<file path="src/rtl/imem_loader_pkg.sv">
// Shared types and constants for the instruction-memory loader.
// Also holds the address helper used by the top level.
package imem_loader_pkg;

  typedef enum logic [2:0] {IDLE, HDR, DATA, DONE, ERR} ldr_state_t;

  localparam int HDR_BYTES  = 4;
  localparam int WORD_BYTES = 4;

  // Word k lands at base + 4k, wrapping modulo 2^32.
  function automatic logic [31:0] word_addr(input logic [31:0] base, input logic [31:0] idx);
    return base + (idx << 2);
  endfunction

endpackage

</file>
<file path="src/rtl/imem_loader_if.sv">
// Byte stream in (valid/ready) and instruction-memory write port out.
// A byte transfers on a rising edge where rx_valid && rx_ready. rx_valid and rx_data may
// be held across cycles and need not wait for rx_ready. we is a one-cycle strobe that
// qualifies Instrucoes/ADDR_INST and has no back-pressure.
interface imem_loader_if;
  logic        rx_valid;
  logic [7:0]  rx_data;
  logic        rx_ready;
  logic        we;
  logic [31:0] Instrucoes;
  logic [31:0] ADDR_INST;

  modport slave  (input rx_valid, rx_data, output rx_ready, we, Instrucoes, ADDR_INST);
  modport master (output rx_valid, rx_data, input rx_ready, we, Instrucoes, ADDR_INST);
endinterface

</file>
<file path="src/rtl/imem_loader_byte_packer.sv">
// 8->32 little-endian assembler: byte 0 of each group lands in word[7:0].
// word_valid pulses for one cycle after the 4th byte; word holds until the next group completes.
module byte_packer
  import imem_loader_pkg::*;
(
  input  logic        clk,
  input  logic        rst,
  input  logic        clr,
  input  logic        in_valid,
  input  logic [7:0]  in_data,
  output logic        word_valid,
  output logic [31:0] word
);

  logic [23:0] part;
  logic [1:0]  cnt;

  always_ff @(posedge clk) begin
    if (rst) begin
      part       <= '0;
      cnt        <= '0;
      word_valid <= 1'b0;
      word       <= '0;
    end else if (clr) begin
      part       <= '0;
      cnt        <= '0;
      word_valid <= 1'b0;
    end else begin
      word_valid <= 1'b0;
      if (in_valid) begin
        if (cnt == 2'(WORD_BYTES - 1)) begin
          word       <= {in_data, part};
          word_valid <= 1'b1;
          cnt        <= '0;
        end else begin
          part <= {in_data, part[23:8]};
          cnt  <= cnt + 2'd1;
        end
      end
    end
  end

endmodule

</file>
<file path="src/rtl/imem_loader.sv">
// Loads a framed byte image (word count N, then N words) into instruction memory,
// holding the core in reset until the image is complete.
module imem_loader
  import imem_loader_pkg::*;
#(
  parameter logic [31:0] BASE_ADDR   = 32'h0000_0000,
  parameter int          DEPTH_WORDS = 256,
  parameter int          TIMEOUT_CYC = 100000
) (
  input  logic          clk,
  input  logic          rst,
  input  logic          start,
  imem_loader_if.slave  bus,
  output logic          core_hold,
  output logic          busy,
  output logic          done,
  output logic          err,
  output logic [15:0]   words_loaded,
  output ldr_state_t    dbg_state
);

  ldr_state_t  state;
  logic [1:0]  byte_cnt;
  logic [31:0] word_cnt;
  logic [31:0] n_words;
  logic [31:0] to_cnt;
  logic        rx_ready_q;
  logic        we_q;
  logic [31:0] addr_q;
  logic        acc;
  logic        start_ok;
  logic        pk_valid;
  logic [31:0] pk_word;

  assign acc      = bus.rx_valid && rx_ready_q;
  assign start_ok = start && (state == IDLE || state == DONE || state == ERR);

  // Instrucoes comes straight from the packer's word register, so the write
  // lands one cycle after the last byte while the packer keeps accepting.
  byte_packer u_packer (
    .clk        (clk),
    .rst        (rst),
    .clr        (start_ok),
    .in_valid   (acc),
    .in_data    (bus.rx_data),
    .word_valid (pk_valid),
    .word       (pk_word)
  );

  assign bus.rx_ready   = rx_ready_q;
  assign bus.we         = we_q;
  assign bus.Instrucoes = pk_word;
  assign bus.ADDR_INST  = addr_q;
  assign dbg_state      = state;

  always_ff @(posedge clk) begin
    if (rst) begin
      state        <= IDLE;
      byte_cnt     <= '0;
      word_cnt     <= '0;
      n_words      <= '0;
      to_cnt       <= '0;
      rx_ready_q   <= 1'b0;
      we_q         <= 1'b0;
      addr_q       <= BASE_ADDR;
      core_hold    <= 1'b1;
      busy         <= 1'b0;
      done         <= 1'b0;
      err          <= 1'b0;
      words_loaded <= '0;
    end else begin
      we_q <= 1'b0;
      case (state)
        IDLE, DONE, ERR: begin
          if (start) begin
            state        <= HDR;
            byte_cnt     <= '0;
            word_cnt     <= '0;
            n_words      <= '0;
            to_cnt       <= '0;
            rx_ready_q   <= 1'b1;
            core_hold    <= 1'b1;
            busy         <= 1'b1;
            done         <= 1'b0;
            err          <= 1'b0;
            words_loaded <= '0;
          end
        end
        HDR, DATA: begin
          if (acc) begin
            to_cnt   <= '0;
            byte_cnt <= byte_cnt + 2'd1;
          end else begin
            to_cnt <= to_cnt + 32'd1;
          end
          // Stop taking bytes while the header is being judged.
          if (state == HDR && acc && byte_cnt == 2'(HDR_BYTES - 1))
            rx_ready_q <= 1'b0;
          if (state == DATA && acc && byte_cnt == 2'(WORD_BYTES - 1)) begin
            we_q     <= 1'b1;
            addr_q   <= word_addr(BASE_ADDR, word_cnt);
            word_cnt <= word_cnt + 32'd1;
            if (words_loaded != 16'hFFFF)
              words_loaded <= words_loaded + 16'd1;
            if (word_cnt + 32'd1 == n_words)
              rx_ready_q <= 1'b0;
          end
          if (state == HDR && pk_valid) begin
            n_words <= pk_word;
            if (pk_word == 32'd0) begin
              state      <= DONE;
              rx_ready_q <= 1'b0;
              busy       <= 1'b0;
              done       <= 1'b1;
              core_hold  <= 1'b0;
            end else if (pk_word > 32'(DEPTH_WORDS)) begin
              state      <= ERR;
              rx_ready_q <= 1'b0;
              busy       <= 1'b0;
              err        <= 1'b1;
              core_hold  <= 1'b1;
            end else begin
              state      <= DATA;
              rx_ready_q <= 1'b1;
            end
          end else if (state == DATA && we_q && word_cnt == n_words) begin
            state      <= DONE;
            rx_ready_q <= 1'b0;
            busy       <= 1'b0;
            done       <= 1'b1;
            core_hold  <= 1'b0;
          end else if (!acc && to_cnt == 32'(TIMEOUT_CYC - 1)) begin
            state      <= ERR;
            rx_ready_q <= 1'b0;
            busy       <= 1'b0;
            err        <= 1'b1;
            core_hold  <= 1'b1;
          end
        end
        default: state <= IDLE;
      endcase
    end
  end

endmodule

</file>
<file path="src/flat_wrapper.sv">
// flat-port wrapper written by rule: the top's interface ports become plain ports
module imem_loader_flat import imem_loader_pkg::*;
#(
  parameter logic [31:0] BASE_ADDR   = 32'h0000_0000,
  parameter int          DEPTH_WORDS = 256,
  parameter int          TIMEOUT_CYC = 100000
)
  (clk, rst, start, core_hold, busy, done, err, words_loaded, dbg_state, bus_rx_valid, bus_rx_data, bus_rx_ready, bus_we, bus_Instrucoes, bus_ADDR_INST);
  imem_loader_if bus_i ();
  input  logic clk;
  input  logic rst;
  input  logic start;
  output logic core_hold;
  output logic busy;
  output logic done;
  output logic err;
  output logic [15:0] words_loaded;
  output ldr_state_t dbg_state;
  input wire logic [$bits(bus_i.rx_valid)-1:0] bus_rx_valid;
  input wire logic [$bits(bus_i.rx_data)-1:0] bus_rx_data;
  output wire logic [$bits(bus_i.rx_ready)-1:0] bus_rx_ready;
  output wire logic [$bits(bus_i.we)-1:0] bus_we;
  output wire logic [$bits(bus_i.Instrucoes)-1:0] bus_Instrucoes;
  output wire logic [$bits(bus_i.ADDR_INST)-1:0] bus_ADDR_INST;
  assign bus_i.rx_valid = bus_rx_valid;
  assign bus_i.rx_data = bus_rx_data;
  assign bus_rx_ready = bus_i.rx_ready;
  assign bus_we = bus_i.we;
  assign bus_Instrucoes = bus_i.Instrucoes;
  assign bus_ADDR_INST = bus_i.ADDR_INST;
  imem_loader #(.BASE_ADDR(BASE_ADDR), .DEPTH_WORDS(DEPTH_WORDS), .TIMEOUT_CYC(TIMEOUT_CYC)) u_core (.clk(clk), .rst(rst), .start(start), .bus(bus_i), .core_hold(core_hold), .busy(busy), .done(done), .err(err), .words_loaded(words_loaded), .dbg_state(dbg_state));
endmodule
</file>
<file path="config.mk">
export PLATFORM = sky130hd
export DESIGN_NAME = imem_loader_flat
export DESIGN_NICKNAME = d
export VERILOG_FILES = /design/src/rtl/imem_loader_pkg.sv /design/src/rtl/imem_loader_if.sv /design/src/rtl/imem_loader_byte_packer.sv /design/src/rtl/imem_loader.sv /design/src/flat_wrapper.sv
export SDC_FILE = /design/constraint.sdc
export NUM_CORES = 1
export LEC_CHECK = 0
export ABC_AREA = 0
export ABC_CLOCK_PERIOD_IN_PS = 4050
export CELL_PAD_IN_SITES_DETAIL_PLACEMENT = 1
export CELL_PAD_IN_SITES_GLOBAL_PLACEMENT = 1
export CORE_ASPECT_RATIO = 0.75
export CORE_MARGIN = 5
export CORE_UTILIZATION = 34
export DETAILED_ROUTE_END_ITERATION = 12
export PLACE_DENSITY = 0.65
export SKIP_CTS_REPAIR_TIMING = 1
export SYNTH_ARGS = -nofsm -noshare
export SYNTH_HDL_FRONTEND = slang
export SYNTH_SLANG_ARGS = --single-unit
export TNS_END_PERCENT = 10
</file>
<file path="constraint.sdc">
create_clock -name clk -period 4.05 [get_ports clk]
set_clock_uncertainty 0.1 [all_clocks]
set_input_delay 0.405 -clock clk [delete_from_list [all_inputs] [get_ports clk]]
set_output_delay 0.405 -clock clk [all_outputs]
set_load 0.1 [all_outputs]
</file>
## Yosys cells after proc, flatten, opt, wreduce, memory -nomap -nowiden

Cells that the tools add are included.

| word-level totals | value |
|---|---|
| bits in registers | 212 |
| bits of input ports | 12 |
| output and inout port bits | 89 |
| word-level logic and storage cells | 138 |

| cells by class | value |
|---|---|
| $add $sub $neg | 5 |
| magnitude comparators | 1 |
| equal/unequal tests | 23 |
| muxes and demuxes | 55 |
| bitwise operators | 4 |
| reductions and logical operators | 33 |

Operator list:

| cell | count |
|---|---|
| $pmux W32 S2 | 3 |
| $mux W32 | 4 |
| $add A32 B1 Y32 const B | 2 |
| $eq A32 B32 Y1 | 2 |
| $mux W16 | 3 |
| $eq A32 B17 Y1 const B | 1 |
| $gt A32 B9 Y1 const B | 1 |
| $logic_not A32 Y1 | 1 |
| $pmux W16 S2 | 1 |
| $mux W1 | 28 |
| $mux W3 | 6 |
| $add A16 B1 Y16 const B | 1 |
| $ne A16 B16 Y1 const B | 1 |
| $reduce_and A3 Y1 | 4 |
| $reduce_and A4 Y1 | 3 |
| $logic_and A1 B1 Y1 | 10 |
| $pmux W1 S2 | 5 |
| $ne A3 B3 Y1 const B | 3 |
| $ne A2 B1 Y1 const B | 4 |
| $reduce_and A2 Y1 | 4 |
| $eq A3 B2 Y1 const B | 2 |
| $mux W2 | 3 |
| $ne A3 B1 Y1 const B | 2 |
| $pmux W3 S2 | 1 |
| other kinds (17) | 26 |

## Longest topological paths before layout

| logic depth | value |
|---|---|
| depth after elaboration | 10 |
| depth in mapped cells | 11 |
| mapped depth without buffers | 8 |

## Modules after synthesis

From an unflattened synthesis, not the netlist that was laid out.

| unflattened totals | value |
|---|---|
| cells, all modules | 1229 |
| area, all modules | 10002.1 µm² |

By module, submodules not included:

| module | instances | cells each | area an instance (µm²) | sequential area each (µm²) |
|---|---|---|---|---|
| imem_loader | 1 | 967 | 7803.7 | 3062.9 |
| byte_packer | 1 | 262 | 2198.4 | 1181.1 |

## Worst setup path before layout

No wires, ideal clock.

| timing path | value |
|---|---|
| path kind | register to register |
| from | register u_core.state[2], in the netlist u_core.dbg_state[2] |
| to | register u_core.words_loaded[15] |
| library setup time | 128 ps |
| data arrival time | 2686 ps |
| data required time | 3822 ps |
| setup slack | 1137 ps |
| cell stages (with the launch flop) | 10 |
| path buffers | 2 |
| clock period less this slack | 2913 ps |
| path through | dfxtp_1 -> clkbuf_1 -> nor2b_1 -> o211ai_1 -> and2_0 -> a41oi_2 -> buf_2 -> nand3_1 -> xor2_1 -> nor2_1 |

| on the way | value |
|---|---|
| longest elaborated chain between the ends | 5 |
| elaborated cells on any way between the ends | 15 |
| classes of those cells | eq/ne (7); mux (1); reduce/logical (7) |

Ends and longest elaborated chain:

| element | RTL line | source |
|---|---|---|
| from (decl) | imem_loader.sv:22 | `ldr_state_t state;` |
| from (signal assigned) | imem_loader.sv:58 | `state <= IDLE;` |
| from (signal assigned) | imem_loader.sv:76 | `state <= HDR;` |
| from (signal assigned) | imem_loader.sv:111 | `state <= DONE;` |
| $eq A3 B2 Y1 | imem_loader.sv:73, imem_loader.sv:99 |  |
| $logic_and A1 B1 Y1 (2 in a row) | imem_loader.sv:99 | `if (state == DATA && acc && byte_cnt == 2'(WORD_BYTES - 1)) begin` |
| $ne A2 B1 Y1 (no line) | - |  |
| $reduce_and A4 Y1 (no line) | - |  |
| to (signal assigned) | imem_loader.sv:104 | `words_loaded <= words_loaded + 16'd1;` |
| to (decl) | imem_loader.sv:18 | `output logic [15:0] words_loaded,` |

Several ways; a longest one is shown, not always the timed one.
A chain may end at the register's enable or synchronous reset.

## Final worst setup path

| timing path | value |
|---|---|
| from | register u_core.word_cnt[0] |
| to | register u_core.rx_ready_q, in the netlist u_core.bus.rx_ready |

| on the way | value |
|---|---|
| longest elaborated chain between the ends | 8 |
| elaborated cells on any way between the ends | 10 |
| classes of those cells | add/sub (1); eq/ne (2); mux (6); reduce/logical (1) |

Ends and longest elaborated chain:

| element | RTL line | source |
|---|---|---|
| from (decl) | imem_loader.sv:24 | `logic [31:0] word_cnt;` |
| from (signal assigned) | imem_loader.sv:102 | `word_cnt <= word_cnt + 32'd1;` |
| $add A32 B1 Y32 | imem_loader.sv:105 | `if (word_cnt + 32'd1 == n_words)` |
| $eq A32 B32 Y1 | imem_loader.sv:105 |  |
| $mux W1 | imem_loader.sv:105 |  |
| $mux W1 | imem_loader.sv:99 |  |
| $mux W1 | imem_loader.sv:132 | `end else if (!acc && to_cnt == 32'(TIMEOUT_CYC - 1)) begin` |
| $mux W1 * | imem_loader.sv:126 | `end else if (state == DATA && we_q && word_cnt == n_words) begin` |
| $mux W1 * | imem_loader.sv:108 | `if (state == HDR && pk_valid) begin` |
| $pmux W1 S2 * | imem_loader.sv:73 | `case (state)` |
| to (signal assigned) | imem_loader.sv:112 | `rx_ready_q <= 1'b0;` |
| to (signal assigned) | imem_loader.sv:128 | `rx_ready_q <= 1'b0;` |
| to (signal assigned) | imem_loader.sv:134 | `rx_ready_q <= 1'b0;` |
| to (decl) | imem_loader.sv:27 | `logic rx_ready_q;` |

Mark *: on every way between the ends. The rest lies on a longest branch, timed or not.

==> impl_results.md <==
* Seq/Total Area, Yosys at 0.435
* Synthesis warning total at 0
* FF+latch area at 4240 sq um
* Most frequent cells after synthesis: nand2_1 (272), dfxtp_1 (212), a21oi_1 (167)
* Yosys reg bits at 212
* Max-slew headroom at 0.286
* Multiplexer share of the synthesized area at 0.00320
* Vias in the first global route at 8,720
* Average size of a mapped cell at 7.77 sq um
* Total length of routed wires at 31.8 mm
* H-tree levels at 1
* Antenna-violating nets left at 0
* Final period util at 0.809
* Setup crit end kind: flop
* CP max FO at 15
* Cts bufs inserted at 23
* Largest family of logic cells by synthesized area: simple AND/OR/NAND/NOR gates
* Sinks on Clock Net at 212
* Max Cap Violations at 0
* VDD IR-drop max at 261 uV
* Static Leak at 3.94 nW
* CP Class: flop to flop
* Main synth FF type: dfxtp_1
* Critical path launch point type: flop
* GRT overflow at 0
* TritonRoute pass-1 iters at 5
* Post-DP HPWL at 22.6 mm
* DRT iter0 DRCs at 466
* Per-cell routed wire length at 18.7 microns
* Most common cell in the synthesized netlist: nand2_1
* Min-Delay Path Class: input pin to flop
* Unrepaired setup endpoints after global routing: no
* Ports at 101
* Post-Synth Adder-Cell Area at 0.00641
* Post-synth EDFFs at 0
* Status: finished clean
* Clock Path Buffers at 3
* Area of the core at 28,200 sq um
* PD cells at 397 nW/um^2
* Synth async-reset ratio at 0
* Power Total at 4.64 mW
* Synth cell types at 65
* Die area at 32,200 sq um
* Fin crit period at 3280 ps
* RePlAce Congestion at 0.909
* Final setup TNS at 0 ps
* Die Height at 157 microns
* PortBufs at 98
* Nets at 1,321
* Arr. time, crit path at 3570 ps
* Synth-to-layout area growth at 19.7%
* Cell Area, Synth at 9760 sq um
* Top cell type by total area after synthesis: dfxtp_1
* ANT cells at 0
* Worst slew pin tran at 1070 ps
* Cells after Synth at 1,257
* Maximum number of pins on one net before global-route repair at 66
* Final slew viol count at 0
* DRC Markers at 0
* Vias at 9,007
* Critical Path RT at 4340 ps
* Top cells by area, synth: dfxtp_1 (43%), nand2_1 (10%), a21oi_1 (8.6%), xor2_1 (5.4%), nor2_1 (3.9%)
* Die Width at 206 microns
* First-pass GRT wire length at 50.3 mm
* Root buf cell: clkbuf_16
* XOR/XNOR Fraction of Synth Area at 0.0852
* FMAX at 0.305 GHz
* Yosys top cell area share at 0.435
* Synth Area in Compound Gates at 0.130
* Final hold vios at 0
* Multi-input gate area at 5090 sq um
* Fillers at 3,439
* Post-synthesis simple-gate area fraction at 0.295
* Initial core utilization at 0.346
* Total GRT Usage at 0.193
* TritonCTS clock tree: built
* Initial antenna violation count at 0
* Clock slew at reported path FFs at 70 ps
* Clk_lat worst skew at 520 ps
* DR vias/cell at 5.29
* Rows at 53
* Final Setup Violations at 0
* Layout cells sized above 1 at 0.0531
[power breakdown]
part / internal [mW] / total [mW] / leakage [nW] / switching (mW)
clock: 1.17 / 2.03 / 0.356 / 0.865
sequential: 2.11 / 2.13 / 1.71 / 0.0276
combinational: 0.0994 / 0.468 / 1.88 / 0.369
total: 3.37 / 4.64 / 3.94 / 1.26
[per-stage QoR]
stage                      util  std cells  hold WS [ps]  worst slack (ps)  instance area, sq um
after floorplan               -       1258           332              1140                  9770
after global placement    0.389       1664           342               880                 11000
after detailed placement  0.389       1664           347               807                 11000
after CTS                 0.415       1703           191               835                 11700
after global routing      0.415       1703           213               518                 11700
final                     0.415       1703           207               772                 11700
[critical path, cell delays in order, from the launching register on]
cell	delay, ps
dfxtp_1	470
ha_1	360
nand3_2	190
or4_4	710
nor4_1	520
xor2_1	120
or3_1	340
nor4_1	240
a21oi_1	100
[final cells by class]
| cell class | count | area share |
|---|---|---|
| Multi-Input combinational cell | 941 | 0.436 |
| Sequential cell | 212 | 0.363 |
| Timing Repair Buffer | 115 | 0.0947 |
| Clock buffer | 35 | 0.0591 |
| Tap cell | 385 | 0.0412 |
| Inverter | 11 | 0.00353 |
| Clock inverter | 4 | 0.00203 |
[final timing paths]
path,from,end,slack [ps],depth (start not counted)
hold / removal,rst,u_core.word_cnt[30],210,2
setup / recovery,u_core.word_cnt[0],u_core.bus.rx_ready,770,8
hold reg to reg,u_core.u_packer.part[4],u_core.u_packer.word[4],350,2
setup reg to reg,u_core.word_cnt[0],u_core.bus.rx_ready,770,8
[registers in the layout, indices dropped and copies added, names as in the netlist]
signal	count
u_core.u_packer.part	24
u_core.busy	1
u_core.to_cnt	32
u_core.err	1
u_core.dbg_state	3
u_core.n_words	32
u_core.core_hold	1
u_core.bus.ADDR_INST	30
u_core.byte_cnt	2
u_core.bus.we	1
u_core.bus.rx_ready	1
u_core.word_cnt	32
u_core.u_packer.word_valid	1
u_core.done	1
u_core.words_loaded	16
u_core.u_packer.word	32
u_core.u_packer.cnt	2
[layout by cell type (no fill, tap or decap), types with 4 or more instances in the layout]
cell type,count
or4_1,13
clkbuf_8,7
or3_1,6
and4_1,9
nor4_1,24
a21oi_1,166
nand2b_1,9
xnor2_1,35
clkdlybuf4s50_1,97
nand4b_1,4
clkbuf_1,5
o21ai_0,26
clkbuf_16,23
nor2_1,101
nand2_1,272
a311oi_1,5
xor2_1,60
nor3_1,24
dfxtp_1,212
nand4_1,28
inv_1,11
ha_1,5
nand3b_1,9
nand3_1,61
buf_4,18
and3_1,18
[kinds of logic after synthesis]
group,after synthesis
xor gates and xnor gates,95
other,1
adders and majority gates,5
muxes,3
AOI/OAI and AO/OA,229
DFF,212
and+or+nand+nor,607
buffers and inverters,105
[routing by layer]
metal | vias to the layer above | part of all wire | GRT usage
met3 | 35 | 0.040 | 0.0313
met2 | 142 | 0.44 | 0.296
met4 | 0 | 0.014 | 0.0296
li1 | 4408 | - | -
met1 | 4422 | 0.51 | 0.290
met5 | - | 0 | 0
(Power assumes the default switching activity.)
